==> config.mk <==
export PLATFORM = sky130hd
export DESIGN_NAME = mul32_share_arb
export DESIGN_NICKNAME = d
export VERILOG_FILES = /design/src/rtl/mul_arb_pkg.sv /design/src/rtl/mul32_share_arb_rr_pick.sv /design/src/rtl/mul32_share_arb.sv
export SDC_FILE = /design/constraint.sdc
export NUM_CORES = 1
export LEC_CHECK = 0
export CAP_MARGIN = 20
export CORE_AREA = 2 2 187 189
export DETAILED_ROUTE_END_ITERATION = 7
export DIE_AREA = 0 0 189 191
export HOLD_SLACK_MARGIN = 0.08
export PLACE_DENSITY = 0.6
export SLEW_MARGIN = 20
export SYNTH_ARGS = -nofsm -noshare
export SYNTH_HDL_FRONTEND = slang
export SYNTH_SLANG_ARGS = --single-unit
export TNS_END_PERCENT = 1
==> constraint.sdc <==
create_clock -name clk -period 13.85 [get_ports clk]
set_clock_uncertainty 0.05 [all_clocks]
set_input_delay 2.0775 -clock clk [delete_from_list [all_inputs] [get_ports clk]]
set_output_delay 2.0775 -clock clk [all_outputs]
set_load 0.05 [all_outputs]
==> src/rtl/mul_arb_pkg.sv <==
// Shared types and widths for the multiplier-sharing arbiter.
// The state encoding is also visible to anything that probes the sequencer.
package mul_arb_pkg;

    localparam int OPERAND_W = 32;
    localparam int PRODUCT_W = 64;

    typedef enum logic [1:0] {
        IDLE  = 2'd0,
        ISSUE = 2'd1,
        WAIT  = 2'd2,
        RESP  = 2'd3
    } state_t;

endpackage

==> src/rtl/mul32_share_arb_rr_pick.sv <==
// Combinational round-robin picker: finds the first request at or after the
// pointer, wrapping around, and reports it both one-hot and as an index.
module rr_pick #(
    parameter int NUM_REQ = 4,
    parameter int ID_W    = 2
) (
    input  logic [NUM_REQ-1:0] req_i,
    input  logic [ID_W-1:0]    ptr_i,
    output logic [NUM_REQ-1:0] gnt_o,
    output logic [ID_W-1:0]    idx_o,
    output logic               any_o
);

    // Scan offsets from the pointer; the first hit wins and later hits are masked.
    always_comb begin : pickScan
        logic            found;
        logic [ID_W-1:0] cand;
        gnt_o = '0;
        idx_o = '0;
        found = 1'b0;
        cand  = '0;
        for (int k = 0; k < NUM_REQ; k++) begin
            cand = ID_W'((int'(ptr_i) + k) % NUM_REQ);
            if (!found && req_i[cand]) begin
                found       = 1'b1;
                idx_o       = cand;
                gnt_o[cand] = 1'b1;
            end
        end
        any_o = found;
    end

endmodule

==> src/rtl/mul32_share_arb.sv <==
// Round-robin sequencer that shares one variable-latency 32x32 multiplier
// between NUM_REQ clients and returns tagged, latency-stamped products.
module mul32_share_arb
    import mul_arb_pkg::*;
#(
    parameter int NUM_REQ = 4,
    parameter int ID_W    = 2,
    parameter int LAT_W   = 16
) (
    input  logic                           clk,
    input  logic                           rst,
    input  logic [NUM_REQ-1:0]             req_valid,
    input  logic [NUM_REQ*OPERAND_W-1:0]   req_a,
    input  logic [NUM_REQ*OPERAND_W-1:0]   req_b,
    output logic [NUM_REQ-1:0]             req_ready,
    output logic                           mul_start,
    output logic [OPERAND_W-1:0]           mul_a,
    output logic [OPERAND_W-1:0]           mul_b,
    input  logic [PRODUCT_W-1:0]           mul_p,
    input  logic                           mul_valid,
    output logic                           rsp_valid,
    output logic [ID_W-1:0]                rsp_id,
    output logic [PRODUCT_W-1:0]           rsp_p,
    output logic [LAT_W-1:0]               rsp_lat,
    output logic                           busy,
    output logic                           spur_err
);

    localparam logic [LAT_W-1:0] LAT_MAX  = '1;
    localparam logic [ID_W-1:0]  LAST_ID  = ID_W'(NUM_REQ - 1);

    state_t                 state_q, state_d;
    logic [ID_W-1:0]        rrPtr_q, rrPtr_d;
    logic [ID_W-1:0]        ownerId_q, ownerId_d;
    logic [OPERAND_W-1:0]   mulA_q, mulA_d;
    logic [OPERAND_W-1:0]   mulB_q, mulB_d;
    logic [LAT_W-1:0]       latCnt_q, latCnt_d;
    logic [PRODUCT_W-1:0]   rspP_q, rspP_d;
    logic [ID_W-1:0]        rspId_q, rspId_d;
    logic [LAT_W-1:0]       rspLat_q, rspLat_d;
    logic                   spurErr_q, spurErr_d;

    logic [NUM_REQ-1:0]     pickGnt;
    logic [ID_W-1:0]        pickIdx;
    logic                   pickAny;
    logic [OPERAND_W-1:0]   selA;
    logic [OPERAND_W-1:0]   selB;
    logic [LAT_W-1:0]       latInc;

    rr_pick #(
        .NUM_REQ (NUM_REQ),
        .ID_W    (ID_W)
    ) u_rr_pick (
        .req_i (req_valid),
        .ptr_i (rrPtr_q),
        .gnt_o (pickGnt),
        .idx_o (pickIdx),
        .any_o (pickAny)
    );

    // One-hot AND-OR mux of the granted requester's operand slices.
    always_comb begin
        selA = '0;
        selB = '0;
        for (int i = 0; i < NUM_REQ; i++) begin
            if (pickGnt[i]) begin
                selA = selA | req_a[i*OPERAND_W +: OPERAND_W];
                selB = selB | req_b[i*OPERAND_W +: OPERAND_W];
            end
        end
    end

    assign latInc = (latCnt_q == LAT_MAX) ? LAT_MAX : latCnt_q + LAT_W'(1);

    always_comb begin
        state_d   = state_q;
        rrPtr_d   = rrPtr_q;
        ownerId_d = ownerId_q;
        mulA_d    = mulA_q;
        mulB_d    = mulB_q;
        latCnt_d  = latCnt_q;
        rspP_d    = rspP_q;
        rspId_d   = rspId_q;
        rspLat_d  = rspLat_q;
        spurErr_d = spurErr_q | (mul_valid && (state_q != WAIT));

        case (state_q)
            IDLE: begin
                if (pickAny) begin
                    mulA_d    = selA;
                    mulB_d    = selB;
                    ownerId_d = pickIdx;
                    rrPtr_d   = (pickIdx == LAST_ID) ? '0 : pickIdx + ID_W'(1);
                    state_d   = ISSUE;
                end
            end
            ISSUE: begin
                latCnt_d = '0;
                state_d  = WAIT;
            end
            WAIT: begin
                latCnt_d = latInc;
                // The reported latency includes the completion cycle itself.
                if (mul_valid) begin
                    rspP_d   = mul_p;
                    rspId_d  = ownerId_q;
                    rspLat_d = latInc;
                    state_d  = RESP;
                end
            end
            RESP: begin
                state_d = IDLE;
            end
            default: begin
                state_d = IDLE;
            end
        endcase
    end

    always_ff @(posedge clk or posedge rst) begin
        if (rst) begin
            state_q   <= IDLE;
            rrPtr_q   <= '0;
            ownerId_q <= '0;
            mulA_q    <= '0;
            mulB_q    <= '0;
            latCnt_q  <= '0;
            rspP_q    <= '0;
            rspId_q   <= '0;
            rspLat_q  <= '0;
            spurErr_q <= 1'b0;
        end else begin
            state_q   <= state_d;
            rrPtr_q   <= rrPtr_d;
            ownerId_q <= ownerId_d;
            mulA_q    <= mulA_d;
            mulB_q    <= mulB_d;
            latCnt_q  <= latCnt_d;
            rspP_q    <= rspP_d;
            rspId_q   <= rspId_d;
            rspLat_q  <= rspLat_d;
            spurErr_q <= spurErr_d;
        end
    end

    // Grant is masked while reset is held so no client sees a transfer then.
    assign req_ready = (state_q == IDLE && !rst) ? pickGnt : '0;
    assign mul_start = (state_q == ISSUE);
    assign rsp_valid = (state_q == RESP);
    assign busy      = (state_q != IDLE);
    assign mul_a     = mulA_q;
    assign mul_b     = mulB_q;
    assign rsp_p     = rspP_q;
    assign rsp_id    = rspId_q;
    assign rsp_lat   = rspLat_q;
    assign spur_err  = spurErr_q;

endmodule

==> results of run 1 <==
[worst paths after layout]
kind	slack (ns)	cells after the start	startpoint	endpoint
max in group asynchronous	10.19	4	rst	mul_a[20]
worst max-delay path	5.92	9	req_valid[2]	req_ready[0]
worst max register to register	8.99	9	register	mul_a[7]
worst min-delay path	0.41	1	spur_err	spur_err
min in group asynchronous	1.97	2	rst	rsp_p[58]
worst min register to register	0.41	1	spur_err	spur_err
[cell usage in the layout, fill, tap and decap left out, types with 17 or more instances in the layout]
cell type,Yosys,routed
sky130_fd_sc_hd__clkdlybuf4s50_1,0,480
sky130_fd_sc_hd__nand2_1,236,235
sky130_fd_sc_hd__dfrtp_1,169,169
sky130_fd_sc_hd__nor2_1,155,154
sky130_fd_sc_hd__o21ai_0,82,82
sky130_fd_sc_hd__nand3b_1,65,65
sky130_fd_sc_hd__nor3_1,65,65
sky130_fd_sc_hd__a221oi_1,55,55
sky130_fd_sc_hd__o221ai_1,37,36
sky130_fd_sc_hd__o221ai_2,30,30
sky130_fd_sc_hd__a21oi_1,28,28
sky130_fd_sc_hd__clkbuf_16,0,17
[cells in the mapped netlist (2+ instances only)]
cell	n	area (um2)
sky130_fd_sc_hd__nor2b_1	2	12.51
sky130_fd_sc_hd__xor2_1	3	26.28
sky130_fd_sc_hd__a21o_1	4	30.03
sky130_fd_sc_hd__and4_1	2	17.52
sky130_fd_sc_hd__a221oi_2	10	150.1
sky130_fd_sc_hd__mux2_2	2	22.52
sky130_fd_sc_hd__dfrtp_1	169	4229
sky130_fd_sc_hd__buf_4	7	52.55
sky130_fd_sc_hd__mux4_2	4	90.09
sky130_fd_sc_hd__mux2i_1	5	50.05
sky130_fd_sc_hd__buf_1	2	7.510
sky130_fd_sc_hd__and2_1	4	25.02
sky130_fd_sc_hd__nor3_1	65	325.3
sky130_fd_sc_hd__nor2_1	155	581.8
sky130_fd_sc_hd__nand3_1	7	35.03
sky130_fd_sc_hd__or3b_1	2	17.52
sky130_fd_sc_hd__o221ai_2	30	450.4
sky130_fd_sc_hd__buf_2	34	170.2
sky130_fd_sc_hd__nand2_1	236	885.9
sky130_fd_sc_hd__inv_1	16	60.06
sky130_fd_sc_hd__a31oi_1	15	93.84
sky130_fd_sc_hd__nand3b_1	65	488.0
sky130_fd_sc_hd__ha_1	12	150.1
sky130_fd_sc_hd__buf_6	2	22.52
sky130_fd_sc_hd__a221oi_1	55	481.7
sky130_fd_sc_hd__nand4_1	2	12.51
sky130_fd_sc_hd__o211ai_1	2	15.01
sky130_fd_sc_hd__xnor2_1	10	87.58
sky130_fd_sc_hd__nand2b_1	4	25.02
sky130_fd_sc_hd__a21oi_1	28	140.1
sky130_fd_sc_hd__o21ai_0	82	410.4
sky130_fd_sc_hd__o22ai_1	5	31.28
sky130_fd_sc_hd__and3_1	8	50.05
sky130_fd_sc_hd__clkbuf_1	53	198.9
sky130_fd_sc_hd__o221ai_1	37	324.1
[worst max-delay path: cells and delay by family]
family | cells | cell delay (ns)
buffers and inverters | 3 | 2.26
AO/OA/AOI/OAI | 2 | 0.51
AND/OR/NAND/NOR | 4 | 0.93
[per-layer routing]
layer  vias to the layer above  share of wire, %  GRT usage (%)
li1                       5041                 -              -
met1                      5235                40          27.41
met2                       443                48          37.49
met3                        70               9.0          7.619
met4                         8               2.9          9.946
met5                         -              0.12              0
[stage by stage]
stage | instance area (um2) | power, mW
4_1_cts | 15670 | 4.288
3_3_place_gp | 15090 | 3.758
2_1_floorplan | 9988 | 2.889
3_5_place_dp | 15090 | 3.787
6_report | 15690 | 4.255
5_1_grt | 15680 | 4.524
[final cells by class]
| type | instances | area [um2] | area share, % |
|---|---|---|---|
| Multi-Input combinational cell | 877 | 5314 | 33.87 |
| Timing Repair Buffer | 494 | 4910 | 31.30 |
| Sequential cell | 169 | 4229 | 26.96 |
| Tap cell | 455 | 569.3 | 3.629 |
| Clock buffer | 18 | 439.2 | 2.799 |
| Clock inverter | 13 | 132.6 | 0.8454 |
| Inverter | 17 | 71.32 | 0.4546 |
| Antenna cell | 9 | 22.52 | 0.1436 |
[where the power goes]
group / switching, mW / leakage [nW] / internal [mW]
clock network: 0.228 / 0.281 / 0.257
logic: 1.87 / 3.84 / 1.01
registers: 0.160 / 2.06 / 0.727
total: 2.26 / 6.19 / 1.99
[cell families after synthesis]
| kind of cell | share of synthesized area [%] |
|---|---|
| DFF | 42.34 |
| AOI/OAI and AO/OA | 22.95 |
| and+or+nand+nor | 25.14 |
| xor gates and xnor gates | 1.140 |
| adders and majority gates | 1.503 |
| muxes | 1.766 |
| buffers and inverters | 5.161 |
[flip-flops by register name (all words and copies together) (netlist names), named ones only]
name,flops
latCnt_q,16
mul_a,32
mul_b,32
ownerId_q,2
rrPtr_q,1
rsp_id,2
rsp_lat,16
rsp_p,64
spur_err,1
state_q,2
==> out/summary.md, run 1 <==
The run gives 30320 um as the estimated wirelength of the detail-placed design. For the number of cells in the finished layout apart from fillers, the log shows 2052. The clock reaches the later pin of the worst-skew pair after 0.44 ns. The run gives 0 as the final-report hold violation count. The DRC violations left was 0; the final cell utilization of the core was 45.98%. Count of antenna-violating nets left after detailed routing: 0. Fraction of final layout cells sized beyond drive strength 1: 6.612%. The number of search-and-repair iterations in the first detailed-routing pass came out at 5.

Among all flip-flop cells after synthesis, the most frequent one is sky130_fd_sc_hd__dfrtp_1. Once the floorplan was initialized, standard cells occupied 29.28% of the core. For this design the top-level I/O count stands at 481. The signed area change from the synthesized netlist to the final layout was 57.06%. The tool flagged a number of max-cap violations equal to 0. The routed length per placed instance works out to 20.88 um. The delay contributed by the slowest stage of the critical path was 0.80 ns. Post-CTS timing repair inserted 0 buffers for setup.

For this run, asynchronously set or reset flops after synthesis account for 100.0%. The logs give 1500 for the synthesized netlist net count and 93 for the largest net degree at the start of global routing. STA classifies the critical path startpoint as an input pin. The floorplan has 68 rows.

The logs give 5.81 ns for the data arrival at the endpoint of the critical path and 1915 for the number of nets in the layout. The average instance area after synthesis is 8.603 um2. The number of register bits inferred by synthesis works out to 169.

STA classifies the critical path endpoint as an output port. From bottom edge to top edge, the die measures 191 um. The worst-path cell with the longest stage delay is sky130_fd_sc_hd__clkdlybuf4s50_1.

VDD sags by at most 0.1564 mV. The final route contains 10800 vias. The number of cells in the design after placement was 2012.

In this run the tool buffered the top-level ports with 480 buffer cells. The number of setup violations in the final report is 0, and the number of buffers inserted by hold repair at cts is 0. The total power per unit cell area is 271.2 nW/um2. The signal on the critical path passes through clkdlybuf4s50_1, or3b_1, a2111o_1, and3_4, o21ai_4, buf_4, nor2_1, nor2_1, clkdlybuf4s50_1.

The final period utilization is 57.28%, and the time the final worst path needs with I/O delays and setup is 7.933 ns. The max-slew violation total from the final report was 0; the number of enable-type register cells in the synthesized netlist was 0. In this run, the number of DRC markers left after iteration 0 of detailed routing was 687. The worst hold slack across all endpoints is 0.4147 ns, and the horizontal die dimension is 189 um. The register area share after synthesis is 42.34%, and the sink count of the clock tree is 169. The critical path in this run is classified as input pin to output port.

Clock-pin slew on the worst setup and hold paths: 0.07 ns. In this run, post-CTS repair resized a total of 0 instances. TritonCTS built the clock tree. Final global-route overflow total: 0.

The area of the die came out at 36100 um2. Setup repair after global routing left no endpoint under its margin. After synthesis, the netlist uses 57 different library cells. The run gives 63210 um as the wire length of the first global-routing pass. For this run, the top clock speed supported by timing is 126.1 MHz. The tools report the via count of the first global-routing pass as 10470. The synthesized netlist occupies a cell area of 9988 um2. Along the worst path, the maximum fanout reaches 64. The headroom to the max-slew limit is 30.04%. At the placement stage, the worst setup path has a slack of 5.870 ns.

In this run the worst hold path is classified as register to register. The final worst-path setup slack is 5.917 ns, and the CTS H-tree depth is 4. Count of fill cells added during filler insertion: 3268.

The required time of the critical path is 11.72 ns. The logs give 34120 um2 for the core footprint and 0 ns for the final sum of negative setup slack. No sink is reached through more buffers than the 2 on the longest clock path. The total wire length was 42850 um; the transition time at the pin with the least slew margin was 1.049 ns. The Yosys step of the flow raised 0 warnings.

At the end of routability-driven placement, the weighted congestion stood at 0.8784. The number of antenna violations at the first check in global routing was 13; the cell leakage power was 6.186 nW. For the number of clock buffers inserted by TritonCTS, the log shows 17. The run finished with clean final reports. The routed via count divided by cell count is 5.262, and the total global routing track utilization is 22.89%. Synthesis handed over a netlist of 1161 instances.

In this run the clock root is driven by a sky130_fd_sc_hd__clkbuf_16.
No activity file was read; power rests on OpenSTA's default activity.
==> inputs of run 2 (changes only) <==
CORE_AREA = 2 2 188 190   (was 2 2 187 189)
DIE_AREA = 0 0 190 192   (was 0 0 189 191)
clock period = 7.35 ns   (was 13.85 ns; I/O delays follow)
==> out/summary.md, run 2 (synthesized netlist as in run 1, its figures left out) <==
The logs give 30.09% (+0.044 points) for the headroom to the max-slew limit and 29.13% (-0.15 points) for the starting density of the core. The register-to-register path setup slack was 2.47 ns (-6.52 ns); the worst-skew pair later-pin latency was 0.45 ns (about the same). The run gives 0 (unchanged) as the final global-route overflow total. Derived from the worst setup path, the maximum achievable clock frequency is 167.1 MHz.

The worst setup slack before clock tree synthesis came out at 1.839 ns (-4.032 ns). For the number of setup violations in the final report, the log shows 0 (unchanged). Number of cells in the finished layout apart from fillers: 2054 (+0.097%).

The library cell used most frequently in the layout, excluding fill and tap cells, is sky130_fd_sc_hd__clkdlybuf4s50_1. The worst setup path is of the register to output port kind. The final sum of negative setup slack was 0 ns (unchanged).

The count of antenna-violating nets left after detailed routing is 0 (unchanged), and the number of input and output port buffers inserted is 480 (unchanged). The run gives 86 (-7.5%) as the largest net degree at the start of global routing. The fraction of final layout cells sized beyond drive strength 1 is 6.549% (-0.063 points). For the final-report hold violation count, the log shows 0 (unchanged).

The met3 layer wire length in the routed design was 3830 um (-0.60%); the number of max-cap violations was 0 (unchanged). The final cell utilization of the core was 45.79% (-0.20 points). The final worst-path setup slack came out at 1.366 ns (-4.551 ns). Dividing the final minimum period by the clock period gives 81.42%.

The worst ir drop on vdd is 0.5660 mV (+260%). The detailed-route via count was 10660 (-1.3%). The run gives 0 (unchanged) as the DRC violations left. The total net switching power was 4.250 mW (+88%); the number of search-and-repair iterations in the first detailed-routing pass was 5 (unchanged). The total global routing track utilization was 23.09% (+0.19 points).

The run gives 0 (unchanged) as the number of buffers inserted by hold repair at cts. The horizontal die dimension works out to 190 um (+0.53%). The total power per unit cell area was 510.7 nW/um2 (+88%).

The buffer depth of the longest clock path came out at 2 (unchanged). Post-CTS setup buffer count: 0 (unchanged). Setup repair after global routing left no endpoint under its margin. Routed length per placed instance: 20.96 um (+0.38%).

Largest fanout on the critical path: 22 (-66%). The row count was 68 (unchanged). The proportion of total power due to net switching was 53.01% (-0.11 points).

The routed via count divided by cell count is 5.189 (-1.4%). The worst path in the final design needs a cycle of 5.984 ns, including I/O delays and setup. The number of flip-flops in the largest register came out at 64 (unchanged).

The via count of the first global-routing pass was 10660 (+1.8%); the clock-pin slew on the worst setup and hold paths was 0.07 ns (about the same). The count of instances resized after the clock tree is built is 0 (unchanged), and the total internal power is 3.767 mW (+89%). The number of antenna violations at the first check in global routing is 14 (+1), and the cell leakage power is 6.184 nW (about the same).

The number of I/O pins is 481 (unchanged). CTS H-tree depth: 4 (unchanged). The core footprint was 34290 um2 (+0.50%). Signed area change from the synthesized netlist to the final layout: 57.17% (about the same).

The estimated wirelength of the detail-placed design came out at 30450 um (+0.45%). STA classifies the critical path endpoint as an output port. The sum of routed wire segments on met1 is 16950 um (-0.53%). The flow ran to the end, and the final reports show no timing, DRC or antenna violations. The number of clock buffers inserted by TritonCTS was 17 (unchanged); the total wire length was 43050 um (+0.48%). The count of fill cells added during filler insertion came out at 3305 (+1.1%). The area of the die came out at 36480 um2 (+1.1%). The number of cells in the design after placement came out at 2011 (-0.050%). The number of DRC markers in iteration 0 is 583 (-15%). The tools report the max-slew violation total from the final report as 0 (unchanged).

STA classifies the critical path startpoint as a register. The library cells used most frequently in the layout, excluding fill and tap cells, are sky130_fd_sc_hd__clkdlybuf4s50_1 (480), sky130_fd_sc_hd__nand2_1 (235), sky130_fd_sc_hd__dfrtp_1 (169). The logs give 67.7% (about the same) for the relative contribution of combinational cells to total power and 4.83 ns (-0.98 ns) for the data arrival at the endpoint of the critical path. The global placement routability congestion came out at 0.8517 (-3.0%).

The clock group share of total power was 11.6% (+0.2 points). The tools report the wire length of the first global-routing pass as 63870 um (+1.0%). TritonCTS built the clock tree. The sink count of the clock tree was 169 (unchanged). The tools report the clock tree root driver cell as sky130_fd_sc_hd__clkbuf_16. The detailed-routed wire length on met2 came out at 21270 um (+3.0%). The number of nets in the layout was 1914 (-0.052%); the transition time at the pin with the least slew margin was 1.049 ns (-0.0006559 ns).

The worst hold-check path type was register to register. The logs give 6.20 ns (-5.52 ns) for the required time of the critical path and 20.8% (about the same) for the sequential power share. The uppermost layer routed was met5.

The y dimension of the die came out at 192 um (+0.52%).
[run 2: power groups by stage]
stage / clock network (mW) / registers [mW] / logic (mW)
global placement: 0 / 1.66 / 5.41
floorplan: 0 / 2.97 / 2.48
global route: 0.992 / 1.73 / 5.82
detailed placement: 0 / 1.68 / 5.45
CTS: 0.963 / 1.67 / 5.46
finish: 0.927 / 1.67 / 5.42
[run 2: metal layers]
layer,up-vias,global-route usage (%)
met5,-,0
met4,6,9.273
met3,58,7.144
met2,418,38.49
met1,5138,27.73
li1,5039,-
[run 2: critical path, cell delays in order, from the launching register on]
cell and delay (ns):
sky130_fd_sc_hd__dfrtp_1 0.83, sky130_fd_sc_hd__clkinv_1 0.50, sky130_fd_sc_hd__ha_1 0.66, sky130_fd_sc_hd__mux2_2 0.42, sky130_fd_sc_hd__mux2i_2 0.47, sky130_fd_sc_hd__o211ai_1 0.25, sky130_fd_sc_hd__a41oi_4 0.29, sky130_fd_sc_hd__and3_1 0.17
sky130_fd_sc_hd__clkdlybuf4s50_1 0.80
[run 2: stage by stage]
stage	total power, mW	cell area [um2]	hold slack [ns]
after floorplan	5.444	9988	0.3886
after global placement	7.071	15090	0.3894
after detailed placement	7.127	15090	0.3976
after CTS	8.097	15670	0.4241
after global routing	8.545	15700	0.4424
final	8.018	15700	0.4162
[run 2: final cells by class]
cell class / count / area, um2 / area share [%]
antenna: 11 / 27.53 / 0.1753
clock buffer: 20 / 456.7 / 2.909
clock inverter: 12 / 128.9 / 0.8209
inverter: 17 / 71.32 / 0.4543
multi-input combinational: 877 / 5314 / 33.85
sequential: 169 / 4229 / 26.94
tap: 455 / 569.3 / 3.626
timing repair buffer: 493 / 4902 / 31.23
[run 2: final timing paths]
kind | startpoint | cells after the start | to
max | register | 8 | req_ready[3]
min | spur_err | 1 | spur_err
max reg2reg | register | 9 | mul_a[6]
min reg2reg | spur_err | 1 | spur_err
max in group asynchronous | rst | 3 | mul_b[0]
min in group asynchronous | rst | 2 | rsp_p[34]
